==> src/rtl/data_mem_ctrl_if.sv <==
// Request/response bus between a core's load/store unit and data_mem_ctrl.
// The master issues one request per cycle; the slave answers loads with a
// registered result and flags rejected accesses with err.
interface data_mem_ctrl_if #(
  parameter int ADDR_W = 32
) ();
  logic              req_valid;
  logic              req_ready;
  logic              we;
  logic [2:0]        funct3;
  logic [ADDR_W-1:0] addr;
  logic [31:0]       wd;
  logic [31:0]       rd;
  logic              rd_valid;
  logic              err;

  modport master (
    output req_valid, we, funct3, addr, wd,
    input  req_ready, rd, rd_valid, err
  );

  modport slave (
    input  req_valid, we, funct3, addr, wd,
    output req_ready, rd, rd_valid, err
  );
endinterface

==> src/rtl/data_mem_ctrl.sv <==
// Word-organised data memory with RV32I byte/half/word access.
// After reset the array is zero-filled one word per cycle (INIT); requests
// are then accepted every cycle (RUN). Loads return one cycle after
// acceptance; misaligned or undefined accesses are rejected with err.
module data_mem_ctrl #(
  parameter int DEPTH  = 64,
  parameter int ADDR_W = 32
) (
  input  logic           clk,
  input  logic           reset,
  data_mem_ctrl_if.slave bus,
  output logic           init_busy
);

  localparam int AW = $clog2(DEPTH);

  typedef enum logic {S_INIT, S_RUN} state_t;

  state_t          state, state_nx;
  logic [AW-1:0]   cnt;
  logic [31:0]     mem [DEPTH];

  logic            fire;
  logic            bad;
  logic            code_ok;
  logic            misal;
  logic            st_fire;
  logic            ld_fire;
  logic [AW-1:0]   idx;
  logic [1:0]      boff;
  logic [31:0]     word;
  logic [31:0]     shifted;
  logic [15:0]     half_sel;
  logic [31:0]     ldata;
  logic [31:0]     sdata;
  logic [3:0]      be;

  // Address bits above the wrapped word index carry no meaning here.
  logic            unused_addr_bits;
  assign unused_addr_bits = ^bus.addr[ADDR_W-1:AW+2];

  assign idx  = bus.addr[AW+1:2];
  assign boff = bus.addr[1:0];

  // State register and sweep counter.
  // NOTE: sequential state uses non-blocking assignments so every flop
  // samples the pre-edge values regardless of statement order.
  always_ff @(posedge clk or negedge reset) begin
    if (!reset) begin
      state <= S_INIT;
      cnt   <= '0;
    end else begin
      state <= state_nx;
      if (state == S_INIT) cnt <= cnt + 1'b1;
    end
  end

  // Next state: leave INIT once the last word has been cleared.
  // NOTE: every combinational output gets a default first so no path can
  // leave it unassigned and infer a latch.
  always_comb begin
    state_nx = state;
    if (state == S_INIT && cnt == AW'(DEPTH - 1)) state_nx = S_RUN;
  end

  // FSM outputs: busy while sweeping, ready only in RUN.
  always_comb begin
    init_busy     = (state == S_INIT);
    bus.req_ready = (state == S_RUN);
  end

  // Request decode: legal funct3 codes and natural alignment.
  always_comb begin
    fire    = bus.req_valid && bus.req_ready;
    code_ok = bus.we ? (bus.funct3 inside {3'b000, 3'b001, 3'b010})
                     : (bus.funct3 inside {3'b000, 3'b001, 3'b010, 3'b100, 3'b101});
    misal   = ((bus.funct3[1:0] == 2'b01) && boff[0]) ||
              ((bus.funct3[1:0] == 2'b10) && (boff != 2'b00));
    bad     = !code_ok || misal;
    st_fire = fire && bus.we && !bad;
    ld_fire = fire && !bus.we;
  end

  // Load path: pick the lane and extend it to 32 bits.
  always_comb begin
    word     = mem[idx];
    shifted  = word >> {boff, 3'b000};
    half_sel = boff[1] ? word[31:16] : word[15:0];
    case (bus.funct3)
      3'b000:  ldata = {{24{shifted[7]}}, shifted[7:0]};
      3'b100:  ldata = {24'h0, shifted[7:0]};
      3'b001:  ldata = {{16{half_sel[15]}}, half_sel};
      3'b101:  ldata = {16'h0, half_sel};
      default: ldata = word;
    endcase
  end

  // Store path: replicate the right-aligned data and enable the target lanes.
  always_comb begin
    case (bus.funct3[1:0])
      2'b00: begin
        be    = 4'b0001 << boff;
        sdata = {4{bus.wd[7:0]}};
      end
      2'b01: begin
        be    = boff[1] ? 4'b1100 : 4'b0011;
        sdata = {2{bus.wd[15:0]}};
      end
      default: begin
        be    = 4'b1111;
        sdata = bus.wd;
      end
    endcase
  end

  // Memory array: zero-fill during INIT, byte-lane writes during RUN.
  // NOTE: the array has no reset; the INIT sweep clears it instead, which
  // keeps it mappable onto RAM.
  always_ff @(posedge clk) begin
    if (state == S_INIT) begin
      mem[cnt] <= '0;
    end else if (st_fire) begin
      for (int b = 0; b < 4; b++) begin
        if (be[b]) mem[idx][8*b +: 8] <= sdata[8*b +: 8];
      end
    end
  end

  // Response registers: rd holds until the next load completes.
  always_ff @(posedge clk or negedge reset) begin
    if (!reset) begin
      bus.rd       <= '0;
      bus.rd_valid <= 1'b0;
      bus.err      <= 1'b0;
    end else begin
      bus.rd_valid <= ld_fire;
      bus.err      <= fire && bad;
      if (ld_fire) bus.rd <= bad ? 32'h0 : ldata;
    end
  end

endmodule

==> src/flat_wrapper.sv <==
// flat-port wrapper written by rule: the top's interface ports become plain ports
module data_mem_ctrl_flat 
#(
  parameter int DEPTH  = 64,
  parameter int ADDR_W = 32
)
  (clk, reset, init_busy, bus_req_valid, bus_we, bus_funct3, bus_addr, bus_wd, bus_req_ready, bus_rd, bus_rd_valid, bus_err);
  data_mem_ctrl_if #(.ADDR_W(ADDR_W)) bus_i ();
  input  logic clk;
  input  logic reset;
  output logic init_busy;
  input wire logic [$bits(bus_i.req_valid)-1:0] bus_req_valid;
  input wire logic [$bits(bus_i.we)-1:0] bus_we;
  input wire logic [$bits(bus_i.funct3)-1:0] bus_funct3;
  input wire logic [$bits(bus_i.addr)-1:0] bus_addr;
  input wire logic [$bits(bus_i.wd)-1:0] bus_wd;
  output wire logic [$bits(bus_i.req_ready)-1:0] bus_req_ready;
  output wire logic [$bits(bus_i.rd)-1:0] bus_rd;
  output wire logic [$bits(bus_i.rd_valid)-1:0] bus_rd_valid;
  output wire logic [$bits(bus_i.err)-1:0] bus_err;
  assign bus_i.req_valid = bus_req_valid;
  assign bus_i.we = bus_we;
  assign bus_i.funct3 = bus_funct3;
  assign bus_i.addr = bus_addr;
  assign bus_i.wd = bus_wd;
  assign bus_req_ready = bus_i.req_ready;
  assign bus_rd = bus_i.rd;
  assign bus_rd_valid = bus_i.rd_valid;
  assign bus_err = bus_i.err;
  data_mem_ctrl #(.DEPTH(DEPTH), .ADDR_W(ADDR_W)) u_core (.clk(clk), .reset(reset), .bus(bus_i), .init_busy(init_busy));
endmodule
==> config.mk <==
export PLATFORM = sky130hd
export DESIGN_NAME = data_mem_ctrl_flat
export DESIGN_NICKNAME = d
export VERILOG_FILES = /design/src/rtl/data_mem_ctrl_if.sv /design/src/rtl/data_mem_ctrl.sv /design/src/flat_wrapper.sv
export SDC_FILE = /design/constraint.sdc
export NUM_CORES = 2
export LEC_CHECK = 0
export CELL_PAD_IN_SITES_DETAIL_PLACEMENT = 0
export CELL_PAD_IN_SITES_GLOBAL_PLACEMENT = 1
export CORE_UTILIZATION = 45
export CTS_CLUSTER_DIAMETER = 30
export DETAILED_ROUTE_END_ITERATION = 12
export PLACE_DENSITY = 0.65
export SLEW_MARGIN = 15
export SYNTH_ARGS = -nofsm -noshare
export SYNTH_HDL_FRONTEND = slang
export SYNTH_SLANG_ARGS = --single-unit
==> constraint.sdc <==
create_clock -name clk -period 5.2 [get_ports clk]
set_clock_uncertainty 0.15 [all_clocks]
set_input_delay 1.04 -clock clk [delete_from_list [all_inputs] [get_ports clk]]
set_output_delay 1.04 -clock clk [all_outputs]
set_load 0.01 [all_outputs]
**Word-level counts from Yosys, hierarchy flattened**

Memories as Yosys holds them, arrays and structs flattened.
Cells that the tools add are included.

- $add $sub $neg: 1
- Equality and inequality tests: 7
- Shifts and indexed selects: 2
- Mux-type cells: 27
- Bitwise operators: 1
- Reductions and logical operators: 19

Operators with widths:

| operator | count |
|---|---|
| case mux 32 bit (4 select lines) | 1 |
| 2-to-1 mux 32 bit | 2 |
| case mux 32 bit (2 select lines) | 1 |
| OR reduction 32 bit | 1 |
| right shift 32 x 5 -> 8 bit | 1 |
| 2-to-1 mux 1 bit | 18 |
| 2-to-1 mux 16 bit | 1 |
| logical AND 1 bit | 8 |
| 2-to-1 mux 4 bit | 2 |
| case mux 4 bit (2 select lines) | 1 |
| adder 6 x 1 -> 6 bit, second input constant | 1 |
| == test 3 bit, second input constant | 2 |
| == test 6 bit, second input constant | 1 |
| 2-to-1 mux 6 bit | 1 |
| nonzero test 5 bit | 1 |
| left shift 1 x 2 -> 4 bit, first input constant | 1 |
| == test 3 x 1 -> 1 bit, second input constant | 1 |
| == test 3 x 2 -> 1 bit, second input constant | 1 |
| logical NOT 1 bit | 3 |
| logical NOT 3 bit | 1 |
| nonzero test 3 bit | 1 |
| == test 2 x 1 -> 1 bit, second input constant | 1 |
| == test 2 bit, second input constant | 1 |
| logical NOT 2 bit | 1 |
| 3 further kinds | 4 |

- Register bits after elaboration: 41
- RAM bits: 2048
- Input port bits: 71
- Output and inout port bits: 36
- Logic and storage cells: 63
- Memories: 1

Memory list:

| name | words | width | rd ports | clocked after memory_dff | write ports | line | text |
|---|---|---|---|---|---|---|---|
| u_core.mem | 64 | 32 | 1 | 0 | 1 | data_mem_ctrl.sv:21 | `logic [31:0] mem [DEPTH];` |

**Logic depth before layout (Yosys ltp)**

- Depth in word-level cells: 12
- Gate-level depth with buffers: 17

**Least setup slack after synthesis**

No wires, ideal clock.

- Kind: input to register
- From: in bus_addr[0]
- To: mem u_core.mem[0][13] (data pin)
- Setup time: 548 ps
- Arrival time: 4197 ps
- Slack: 305 ps
- Cell stages on the path: 7
- Cells stage by stage: clkbuf_1 > nor4_1 > a21o_1 > nand4_1 > clkbuf_1 > buf_1 > a21oi_1

- Cells in the longest elaborated chain, start to end: 11
- Elaborated cells between the ends (all ways): 27

RTL lines:

| what | line | text |
|---|---|---|
| from (decl) | flat_wrapper.sv:15 | `input wire logic [$bits(bus_i.addr)-1:0] bus_addr;` |
| nonzero test 2 bit | data_mem_ctrl.sv:78 | `((bus.funct3[1:0] == 2'b10) && (boff != 2'b00));` |
| logical AND 1 bit | data_mem_ctrl.sv:78 |  |
| logical OR 1 bit | data_mem_ctrl.sv:77 | `misal = ((bus.funct3[1:0] == 2'b01) && boff[0]) \|\|` |
| logical OR 1 bit | data_mem_ctrl.sv:79 | `bad = !code_ok \|\| misal;` |
| logical NOT 1 bit | data_mem_ctrl.sv:80 | `st_fire = fire && bus.we && !bad;` |
| logical AND 1 bit | data_mem_ctrl.sv:80 |  |
| 2-to-1 mux 1 bit | data_mem_ctrl.sv:122 | `end else if (st_fire) begin` |
| 2-to-1 mux 1 bit | data_mem_ctrl.sv:120 | `if (state == S_INIT) begin` |
| 2-to-1 mux 1 bit (implied by the code) | data_mem_ctrl.sv:124 | `if (be[b]) mem[idx][8*b +: 8] <= sdata[8*b +: 8];` |
| OR reduction 32 bit (no line) (*) | - |  |
| 2-to-1 mux 32 bit (no line) (*) | - |  |
| to (decl) | data_mem_ctrl.sv:21 |  |

Every way passes the cells marked *; elsewhere a longest branch is shown, timed or not.

**Worst setup path in the final report**

- From: in bus_addr[2]
- To: reg u_core.bus.rd[29]

- Cells in the longest elaborated chain, start to end: 4
- Elaborated cells between the ends (all ways): 5

RTL lines:

| what | line | text |
|---|---|---|
| memory read (64 x 32 bit) (*) | - |  |
| right shift 32 x 5 -> 8 bit / 2-to-1 mux 16 bit (equally long branches) | data_mem_ctrl.sv:87, data_mem_ctrl.sv:88 |  |
| case mux 32 bit (4 select lines) (*) | data_mem_ctrl.sv:89 | `case (bus.funct3)` |
| 2-to-1 mux 32 bit (*) | data_mem_ctrl.sv:138 | `if (ld_fire) bus.rd <= bad ? 32'h0 : ldata;` |
| to (signal assigned) | data_mem_ctrl.sv:138 |  |
| to (decl) | data_mem_ctrl_if.sv:24 | `output req_ready, rd, rd_valid, err` |

Marks and branches as above.
A chain may end at the register's enable or synchronous reset.

==> out/metrics.yaml <==
grt.overflow.total: 0
num_vias: 44236
buffer_ports.inserted: 82
comb_power_share_pct: 2.4
post-route-min-period_ns: 4.13
clock_sink_count: 2089
placeableCoreArea_um2: 181000
initial_core_utilization_pct: 45.3
placementRows: 156
use_met1_pct: 34.7
drc: 0
global_route_met3_utilization_pct: 5.26
slew_headroom_pct: 19.4
postPlaceCellArea_um2: 89400
rsz0062_at_grt: "false"
synthesis.nets: 4042
critPathCaptureType: "register"
hp-class: "register to register"
run_status: "finished, final reports clean"
synth.cell_area_um2: 82000
worst-setup-path-type: "primary input to register"
floorplan.die_area_um2: 184000
power.clock.fraction_pct: 57.5
max_cap_violations: 0
grt_busiest_layer: "met2"
synth.distinct_cells: 68
critPathLaunchType: "primary input"
data_required_time_of_the_worst_path_ns: 5.83
floorplan.die.height_um: 429
r2r-start: "u_core.bus.req_ready$_DFFE_PN0P_"
clock_tree.buffer_depth: 4
netlist_top_cells_count: "2,048 x sky130_fd_sc_hd__edfxtp_1, 493 x sky130_fd_sc_hd__mux4_2, 329 x sky130_fd_sc_hd__nor2_1"
post-route-period-util_pct: 79.5
cts.root.buffer_cell: "sky130_fd_sc_hd__clkbuf_16"
place.gp.congestion: 0.889
timing.final.hold_violations: 0
first_global_vias: 44860
cts_tree: "done"
finalHoldWorstSlack_ns: 0.423
final_std_cell_area_no_fill_um2: 103000
clock.fmax_ghz: 0.242
global_route_wire_length_before_repair_mm: 332
pin_count_of_the_biggest_net_entering_global_routing: 65
fraction_of_layout_instances_using_a_drive_strength_above_1_pct: 34.6
clk_pin_slew_ns: 0.05
synth.ff_latch_count: 2089
final_net_count: 4830
synth_top_flop_cell: "sky130_fd_sc_hd__edfxtp_1"
worst_path_max_delay_cell: "sky130_fd_sc_hd__mux4_2"
yosysMostFrequentCell: "sky130_fd_sc_hd__edfxtp_1"
path_buf_inv: 3
crit_start: "bus_addr[2]"
arrival_ns: 4.77
cp_top_family: "compound AO/OA/AOI/OAI gates"
yosys_top_cell_by_area: "sky130_fd_sc_hd__edfxtp_1"
synth_enable_flop_cells: 2048
detail_route.wl_per_cell_um: 31.5
antenna_found_initial: 5
slowest_delay_ns: 0.59
ys_top_cells_by_area: "sky130_fd_sc_hd__edfxtp_1 75%, sky130_fd_sc_hd__mux4_2 14%, sky130_fd_sc_hd__mux2i_1 2.0%, sky130_fd_sc_hd__nor2_1 1.5%, sky130_fd_sc_hd__dfrtp_1 1.3%"
grt.met2_usage_pct: 40.6
area_growth_syn_to_layout_pct: 25.8
grt.total_usage_pct: 25.6
timing.critical_path.cells: "buf_8 -> buf_12 -> buf_4 -> mux4_2 -> a22o_1 -> a211oi_1 -> nor3_1 -> a2bb2o_1 -> o21ai_1 -> a2111oi_4 -> a221o_1"
vias_per_cell: 5.94
worst_pin_slew_ns: 1.21
first_iter_violations: 4663
p_int_mw: 36.2
net-switching-power_mw: 9.36
yosys_warnings: 0
nFillCells: 13406
sw_frac_of_total_pct: 20.6
hold_start: "u_core.cnt[2]$_DFFE_PN0N_"
design.portCount: 107
route.final.wire_length_mm: 235
p_per_area_nw_per_um2: 441
worst_skew_pair.late_latency_ns: 0.97
synth_async_sr_flop_share_pct: 1.96
tritoncts.num_buffers: 409
final_max_slew_viol_count: 0
drtAntennaViolNets: 0
detail_route.first_pass.iterations: 5
finalSetupViolations: 0
p_leak_nw: 29.7
seq_power_share_pct: 40.1
synth_largest_type_area_fraction_pct: 75.0
critical_path.max_fanout: 34
cts.htree.levels: 5
synth_area_per_cell_um2: 20.7
detailed_place_hpwl_mm: 152
tns_ns: 0
floorplan.die.width_um: 429
ys_seq_area_share_pct: 76.2
vdd_ir_drop_max_mv: 0.370
postSynthCellCount: 3970
-- flip-flops by register name (all words and copies together) (netlist names) --
name and cells:
u_core.mem 2048, u_core.bus.req_ready 1, u_core.cnt 6, u_core.bus.rd 32
u_core.bus.rd_valid 1, u_core.bus.err 1
-- area by class of cell --
type                       count  area, um2  share of cell area [%]
sequential                  2089      62500                    60.6
clock buffer                 452      10600                    10.3
antenna                        1       2.50                 0.00242
multi-input combinational   1639      18500                    17.9
inverter                       8       30.0                  0.0291
clock inverter               283       3200                    3.10
timing repair buffer         611       5410                    5.24
tap                         2370       2970                    2.87
-- placed cells by master (no fill, tap or decap), types with 51 or more instances in the layout --
cell,Yosys,routed
sky130_fd_sc_hd__a21oi_1,81,73
sky130_fd_sc_hd__a22oi_1,79,79
sky130_fd_sc_hd__buf_4,34,479
sky130_fd_sc_hd__bufinv_16,0,57
sky130_fd_sc_hd__clkbuf_16,0,419
sky130_fd_sc_hd__clkdlybuf4s50_1,0,73
sky130_fd_sc_hd__clkinv_1,0,51
sky130_fd_sc_hd__clkinv_2,0,54
sky130_fd_sc_hd__edfxtp_1,2048,2048
sky130_fd_sc_hd__mux2i_1,164,164
sky130_fd_sc_hd__mux4_2,493,493
sky130_fd_sc_hd__nand2_1,100,96
sky130_fd_sc_hd__nor2_1,329,312
-- path summary, 6_finish.rpt --
kind	endpoint	slack, ns	depth (start not counted)
hold reg to reg	u_core.cnt[2]$_DFFE_PN0N_	0.42	1
max in group asynchronous	u_core.bus.rd[28]$_DFFE_PN0P_	3.90	2
hold / removal	u_core.cnt[2]$_DFFE_PN0N_	0.42	1
setup / recovery	u_core.bus.rd[29]$_DFFE_PN0P_	1.07	11
setup reg to reg	u_core.bus.rd[29]$_DFFE_PN0P_	1.68	8
min in group asynchronous	u_core.bus.rd[17]$_DFFE_PN0P_	0.49	2
-- stage by stage --
| step | setup WS, ns | utilization, % | instances | total power [mW] |
|---|---|---|---|---|
| global placement | 0.271 | 49.4 | 6716 | 19.7 |
| global route | 1.06 | 57.0 | 7452 | 46.6 |
| detailed placement | 0.300 | 49.4 | 6716 | 19.7 |
| finish | 1.07 | 57.0 | 7453 | 45.5 |
| floorplan | 0.305 | - | 3970 | 19.2 |
| CTS | 1.26 | 57.0 | 7451 | 45.8 |
-- logic make-up after synthesis --
logic type / synth area share [%]
XOR/XNOR: 0.0534
AND/OR/NAND/NOR: 3.14
buffers and inverters: 1.62
AO/OA/AOI/OAI: 3.22
adder cells (fa/ha/maj): 0.0152
flip-flops: 76.2
multiplexers: 15.7
-- power groups by stage --
stage	Sequential, mW	Combinational [mW]	Clock (mW)
5_1_grt	18.2	1.15	27.3
6_report	18.2	1.11	26.2
3_3_place_gp	18.6	1.11	0
4_1_cts	18.2	1.11	26.4
2_1_floorplan	18.6	0.632	0
3_5_place_dp	18.6	1.11	0
-- repair_timing --
item,4_1_cts,5_1_grt
setup buffers,0,0
hold buffers,0,1
resized for setup,0,0
hold endpoints to repair,0,14
-- layer usage --
layer	vias up	wire length, um
li1	18281	-
met1	23522	94100
met5	-	0
met2	2037	113000
met4	0	9120
met3	396	18300
No activity file was read; power rests on OpenSTA's default activity.
